<file path="config.mk">
export PLATFORM = sky130hd
export DESIGN_NAME = dac_write_sequencer_flat
export DESIGN_NICKNAME = d
export VERILOG_FILES = /design/src/rtl/dac_write_sequencer_if.sv /design/src/rtl/dac_write_sequencer.sv /design/src/flat_wrapper.sv
export SDC_FILE = /design/constraint.sdc
export NUM_CORES = 1
export LEC_CHECK = 0
export ABC_CLOCK_PERIOD_IN_PS = 6570
export CAP_MARGIN = 30
export CORE_ASPECT_RATIO = 1.2
export CORE_MARGIN = 2
export CORE_UTILIZATION = 50
export CTS_CLUSTER_SIZE = 25
export DETAILED_ROUTE_END_ITERATION = 10
export MAX_ROUTING_LAYER = met4
export PLACE_DENSITY = 0.79
export SYNTH_ARGS = -nofsm -noshare
export SYNTH_HDL_FRONTEND = slang
export SYNTH_SLANG_ARGS = --single-unit
</file>
<file path="constraint.sdc">
create_clock -name clk -period 6.57 [get_ports clk]
set_clock_uncertainty 0.1 [all_clocks]
set_input_delay 1.314 -clock clk [delete_from_list [all_inputs] [get_ports clk]]
set_output_delay 1.314 -clock clk [all_outputs]
set_load 0.01 [all_outputs]
</file>
<file path="src/rtl/dac_write_sequencer_if.sv">
// Producer-side handshake plus DAC pin bundle for dac_write_sequencer.
// slave = sequencer view, master = producer/board view.
interface dac_write_sequencer_if;
    logic       s_valid;
    logic [7:0] s_data;
    logic       s_ch;
    logic       s_ready;
    logic       AB;
    logic       CS;
    logic       WR;
    logic       LDAC;
    logic [7:0] D;
    logic       busy;
    logic       wr_done;

    modport slave (
        input  s_valid, s_data, s_ch,
        output s_ready, AB, CS, WR, LDAC, D, busy, wr_done
    );

    modport master (
        output s_valid, s_data, s_ch,
        input  s_ready, AB, CS, WR, LDAC, D, busy, wr_done
    );
endinterface

</file>
<file path="src/rtl/dac_write_sequencer.sv">
// Sample FIFO feeding a CS/WR/AB/D write-cycle generator for a dual 8-bit parallel DAC.
// Optional macro LDAC_SYNC_EN: hold LDAC high and pulse it low after each channel-B write.
//
// state  | meaning
// IDLE   | CS high; pop the FIFO head when one is queued
// SETUP  | CS low, AB/D stable, waiting SETUP_CYC before WR falls
// STROBE | WR low for WR_CYC cycles
// HOLD   | WR high, CS still low for HOLD_CYC cycles
// LOAD   | LDAC low for HOLD_CYC cycles after a channel-B write (LDAC_SYNC_EN only)
module dac_write_sequencer #(
    parameter int SETUP_CYC  = 2,
    parameter int WR_CYC     = 50,
    parameter int HOLD_CYC   = 30,
    parameter int FIFO_DEPTH = 4
) (
    input  logic                    clk,
    input  logic                    rst,
    dac_write_sequencer_if.slave    bus
);
    localparam int AW = $clog2(FIFO_DEPTH);
    localparam int CW = AW + 1;

    typedef enum logic [2:0] {
        ST_IDLE, ST_SETUP, ST_STROBE, ST_HOLD, ST_LOAD
    } state_t;

    logic [8:0]    mem_q [FIFO_DEPTH];
    logic [AW-1:0] wr_ptr_q, rd_ptr_q;
    logic [CW-1:0] count_q, count_d;
    logic          push, pop, s_ready;
    logic [8:0]    head;

    state_t        state_q, state_d;
    logic [7:0]    cnt_q, cnt_d;
    logic          cs_q, cs_d, wr_q, wr_d, ab_q, ab_d, done_q, done_d;
    logic [7:0]    d_q, d_d;

    // Full is judged from the registered count only, so a pop never frees a slot early.
    assign s_ready = (count_q != CW'(FIFO_DEPTH));
    assign push    = bus.s_valid && s_ready;
    assign pop     = (state_q == ST_IDLE) && (count_q != '0);
    assign head    = mem_q[rd_ptr_q];

    always_ff @(posedge clk) begin
        if (push) mem_q[wr_ptr_q] <= {bus.s_ch, bus.s_data};
    end

    always_comb begin
        count_d = count_q;
        case ({push, pop})
            2'b10:   count_d = count_q + CW'(1);
            2'b01:   count_d = count_q - CW'(1);
            default: count_d = count_q;
        endcase
    end

    always_ff @(posedge clk or negedge rst) begin
        if (!rst) begin
            wr_ptr_q <= '0;
            rd_ptr_q <= '0;
            count_q  <= '0;
        end else begin
            if (push) wr_ptr_q <= wr_ptr_q + AW'(1);
            if (pop)  rd_ptr_q <= rd_ptr_q + AW'(1);
            count_q <= count_d;
        end
    end

`ifdef LDAC_SYNC_EN
    logic ldac_q, ldac_d;
`endif

    always_ff @(posedge clk or negedge rst) begin
        if (!rst) begin
            state_q <= ST_IDLE;
            cnt_q   <= '0;
            cs_q    <= 1'b1;
            wr_q    <= 1'b1;
            ab_q    <= 1'b0;
            d_q     <= '0;
            done_q  <= 1'b0;
`ifdef LDAC_SYNC_EN
            ldac_q  <= 1'b1;
`endif
        end else begin
            state_q <= state_d;
            cnt_q   <= cnt_d;
            cs_q    <= cs_d;
            wr_q    <= wr_d;
            ab_q    <= ab_d;
            d_q     <= d_d;
            done_q  <= done_d;
`ifdef LDAC_SYNC_EN
            ldac_q  <= ldac_d;
`endif
        end
    end

    always_comb begin
        state_d = state_q;
        case (state_q)
            ST_IDLE:   if (pop) state_d = ST_SETUP;
            ST_SETUP:  if (cnt_q == 8'(SETUP_CYC - 1)) state_d = ST_STROBE;
            ST_STROBE: if (cnt_q == 8'(WR_CYC - 1))    state_d = ST_HOLD;
            ST_HOLD: begin
                if (cnt_q == 8'(HOLD_CYC - 1)) begin
`ifdef LDAC_SYNC_EN
                    state_d = ab_q ? ST_LOAD : ST_IDLE;
`else
                    state_d = ST_IDLE;
`endif
                end
            end
            ST_LOAD:   if (cnt_q == 8'(HOLD_CYC - 1)) state_d = ST_IDLE;
            default:   state_d = ST_IDLE;
        endcase
        cnt_d = (state_d != state_q || state_q == ST_IDLE) ? 8'd0 : cnt_q + 8'd1;
    end

    always_comb begin
        cs_d   = cs_q;
        wr_d   = wr_q;
        ab_d   = ab_q;
        d_d    = d_q;
        done_d = 1'b0;
`ifdef LDAC_SYNC_EN
        ldac_d = ldac_q;
`endif
        if (state_d != state_q) begin
            case (state_q)
                ST_IDLE: begin
                    cs_d = 1'b0;
                    ab_d = head[8];
                    d_d  = head[7:0];
                end
                ST_SETUP:  wr_d = 1'b0;
                ST_STROBE: wr_d = 1'b1;
                ST_HOLD: begin
                    cs_d   = 1'b1;
                    done_d = 1'b1;
`ifdef LDAC_SYNC_EN
                    if (ab_q) ldac_d = 1'b0;
`endif
                end
                ST_LOAD: begin
`ifdef LDAC_SYNC_EN
                    ldac_d = 1'b1;
`endif
                end
                default: ;
            endcase
        end
    end

    assign bus.s_ready = s_ready;
    assign bus.CS      = cs_q;
    assign bus.WR      = wr_q;
    assign bus.AB      = ab_q;
    assign bus.D       = d_q;
    assign bus.wr_done = done_q;
    assign bus.busy    = (state_q != ST_IDLE) || (count_q != '0);
`ifdef LDAC_SYNC_EN
    assign bus.LDAC    = ldac_q;
`else
    assign bus.LDAC    = 1'b0;
`endif
endmodule
</file>
<file path="src/flat_wrapper.sv">
// flat-port wrapper written by rule: the top's interface ports become plain ports
module dac_write_sequencer_flat 
#(
    parameter int SETUP_CYC  = 2,
    parameter int WR_CYC     = 50,
    parameter int HOLD_CYC   = 30,
    parameter int FIFO_DEPTH = 4
)
  (clk, rst, bus_s_valid, bus_s_data, bus_s_ch, bus_s_ready, bus_AB, bus_CS, bus_WR, bus_LDAC, bus_D, bus_busy, bus_wr_done);
  dac_write_sequencer_if bus_i ();
  input  logic clk;
  input  logic rst;
  input wire logic [$bits(bus_i.s_valid)-1:0] bus_s_valid;
  input wire logic [$bits(bus_i.s_data)-1:0] bus_s_data;
  input wire logic [$bits(bus_i.s_ch)-1:0] bus_s_ch;
  output wire logic [$bits(bus_i.s_ready)-1:0] bus_s_ready;
  output wire logic [$bits(bus_i.AB)-1:0] bus_AB;
  output wire logic [$bits(bus_i.CS)-1:0] bus_CS;
  output wire logic [$bits(bus_i.WR)-1:0] bus_WR;
  output wire logic [$bits(bus_i.LDAC)-1:0] bus_LDAC;
  output wire logic [$bits(bus_i.D)-1:0] bus_D;
  output wire logic [$bits(bus_i.busy)-1:0] bus_busy;
  output wire logic [$bits(bus_i.wr_done)-1:0] bus_wr_done;
  assign bus_i.s_valid = bus_s_valid;
  assign bus_i.s_data = bus_s_data;
  assign bus_i.s_ch = bus_s_ch;
  assign bus_s_ready = bus_i.s_ready;
  assign bus_AB = bus_i.AB;
  assign bus_CS = bus_i.CS;
  assign bus_WR = bus_i.WR;
  assign bus_LDAC = bus_i.LDAC;
  assign bus_D = bus_i.D;
  assign bus_busy = bus_i.busy;
  assign bus_wr_done = bus_i.wr_done;
  dac_write_sequencer #(.SETUP_CYC(SETUP_CYC), .WR_CYC(WR_CYC), .HOLD_CYC(HOLD_CYC), .FIFO_DEPTH(FIFO_DEPTH)) u_core (.clk(clk), .rst(rst), .bus(bus_i));
endmodule
</file>
==> qor.yml <==
status: "finished clean"
wl_per_cell_um: 16.71
synth_nets: 199
drv_cap: 0
via_per_inst: 5.563
crit_type: "reg2out"
p_int_uw: 690.5
antenna_found_initial: 0
timing.fmax_ghz: 0.3005
core_region_area_um2: 5555
setup_tns_ns: 0
rrSetupSlack_ns: 4.23
power.density_nw_per_um2: 282.3
finalHoldViolCount: 0
tightest_slew_ns: 0.6713
worstPathRequired_ns: 5.16
h-tree-depth: 3
clock-root-buffer: "clkbuf_8"
syn_area_um2: 2834
grt_pass1_vias: 1538
post_cts_resized: 0
combPwrFrac_pct: 13.7
die-height_um: 86.47
reg2reg_to: "u_core.count_q[2]$_DFFE_PN0P_"
min_path_cells: 2
dr.max_layer_used: "met4"
period_share_pct: 50.65
cts_buffers: 9
syn_area_per_cell_um2: 15.83
gp_congestion: 0.7999
end_kind: "output port"
io_buffers: 25
drt_iter0_drc: 63
cp_top_family: "simple AND/OR/NAND/NOR gates"
clock_latency_ns: 0.34
power_switching_uw: 240.5
cts_buffer_depth: 2
p_sw_share_pct: 25.83
final_max_slew_viol_count: 0
wl_met1_um: 2076
crit_cells: 3
holdPathEnd: "u_core.bus.CS$_DFFE_PN1P_"
ant_nets: 0
nNetsFinal: 230
ys_ff_latch: 66
grt_max_degree: 31
yosysTopAreaCellShare_pct: 38.15
io_pins: 27
multiInputGateArea_um2: 934.6
synth_top_area_cell: "edfxtp_1"
yosysWarnings: 0
relSlewSlack_pct: 55.25
reg2reg_from: "u_core.state_q[0]$_DFF_PN0_"
drive_above_1_share_pct: 19.53
vias: 1552
synth_edf_count: 36
r2r_cells: 8
p_clk_share_pct: 29.8
ys_types: 38
floorplan.initialDensity_pct: 51.01
cts_tree: "yes"
ys_async_sr_fraction_pct: 45.45
hold_class: "reg2reg"
cp-start-kind: "flop"
stdcell_count: 279
dieArea_um2: 6289
vdd.ir_drop.worst_uv: 185.1
max_stage_delay_ns: 0.54
cp.buffers_inverters: 1
dr_wl_met2_um: 2313
grt_pass1_wl_um: 7665
seqPwrFrac_pct: 56.5
dp.cells: 263
grt_use_total_pct: 17.60
fill_cells: 452
synth_most_common_cell: "edfxtp_1"
cp_max_fo: 4
seq_area_um2: 1834
cts_hold_buf: 0
area_growth_pct: 16.38
rows: 30
hpwl_um: 3034
setup_violations: 0
synth_ff_type: "edfxtp_1"
hp-start: "u_core.bus.CS$_DFFE_PN1P_"
yosys-top-cells-count: "edfxtp_1 (36), dfrtp_1 (28), mux2_2 (10), mux4_2 (9), nor2_1 (9)"
cp_slowest_cell: "nor3_1"
clkTransAtPathRegs_ns: 0.06
dr.pass1.iters: 4
postCtsSetupBuffers: 0
leakagePower_nw: 1.253
overflow: 0
rsz0062_at_grt: "no"
die_x_um: 72.73
clkSinkCount: 66
antenna_cells: 0
wl_met3_um: 184
synthCells: 179
synth_top_cells_by_area: "edfxtp_1 (38%), dfrtp_1 (25%), mux4_2 (7.2%), mux2_2 (4.0%), ha_1 (3.1%)"
min_period_ns: 3.328
yosysSeqAreaShare_pct: 64.72
drt-total-wl_um: 4662
finish.utilization_pct: 59.37
crit_arrival_ns: 1.91
path_cells: "nor3_1, nand3b_1, clkdlybuf4s50_1"
drc_errors: 0
tightest hold or removal path: cells and delay by family (launching register included):
kind             cells  cell delay (ns)
AND/OR/NAND/NOR      1             0.05
AO/OA/AOI/OAI        1             0.06
flip-flops           1             0.38
layout make-up:
class | count | area share (%)
Multi-Input combinational cell | 98 | 28.34
Timing Repair Buffer | 27 | 8.042
Sequential cell | 66 | 55.61
Tap cell | 64 | 2.428
Inverter | 8 | 0.9105
Clock buffer | 11 | 3.983
Clock inverter | 5 | 0.6829
flip-flops by register name, indices dropped and copies added (netlist names):
signal,cells
u_core.mem_q,36
u_core.bus.D,8
u_core.cnt_q,8
u_core.count_q,3
u_core.state_q,3
u_core.rd_ptr_q,2
u_core.wr_ptr_q,2
u_core.bus.AB,1
u_core.bus.CS,1
u_core.bus.WR,1
u_core.bus.wr_done,1
cells in the final DEF, fill, tap and decap left out, drive strengths merged, types with 2 or more instances in the layout:
master,count
a21oi,2
and3,6
buf,2
clkbuf,11
clkdlybuf4s50,25
clkinv,5
dfrtp,28
dfstp,2
edfxtp,36
ha,7
inv,8
mux2,10
mux2i,2
mux4,9
nand2,6
nand3,8
nor2,9
nor3,7
nor4b,2
o31ai,2
xnor2,4
xor2,8
power groups by stage:
stage / combinational (mW) / sequential [mW] / clock (mW)
after global placement: 0.127 / 0.531 / 0
after CTS: 0.131 / 0.527 / 0.283
after detailed placement: 0.131 / 0.535 / 0
final: 0.128 / 0.526 / 0.277
after floorplan: 0.0880 / 0.527 / 0
after global routing: 0.147 / 0.532 / 0.302
logic make-up after synthesis:
kind of cell	synth area share, %
xor gates and xnor gates	3.709
DFF	64.72
buffers and inverters	2.296
AOI/OAI and AO/OA	4.106
adders and majority gates	3.797
other	0.1323
muxes	11.83
and+or+nand+nor	9.404
through the flow:
step / hold WS, ns / setup WS, ns / total power, mW / instance area [um^2]
after floorplan: 0.3647 / 3.917 / 0.6152 / 2834
after global placement: 0.3669 / 3.415 / 0.6584 / 3144
after detailed placement: 0.3787 / 3.329 / 0.6665 / 3144
after CTS: 0.3879 / 3.251 / 0.9412 / 3298
after global routing: 0.4205 / 3.144 / 0.9808 / 3298
final: 0.3820 / 3.242 / 0.9310 / 3298
how the worst max path moves through the flow:
stage,from,to
after floorplan,bus_s_valid,u_core.count_q[2]$_DFFE_PN0P_
after global placement,bus_s_valid,u_core.count_q[2]$_DFFE_PN0P_
after detailed placement,bus_s_valid,u_core.count_q[2]$_DFFE_PN0P_
after CTS,u_core.count_q[0]$_DFFE_PN0P_,bus_busy
after global routing,u_core.count_q[0]$_DFFE_PN0P_,bus_busy
final,u_core.count_q[0]$_DFFE_PN0P_,bus_busy
routing by layer:
metal	global-route usage [%]	vias up
li1	-	727
met1	21.82	788
met2	26.03	31
met3	6.279	6
met4	7.912	0
met5	-	-
Power figures use the tool's default switching activity.
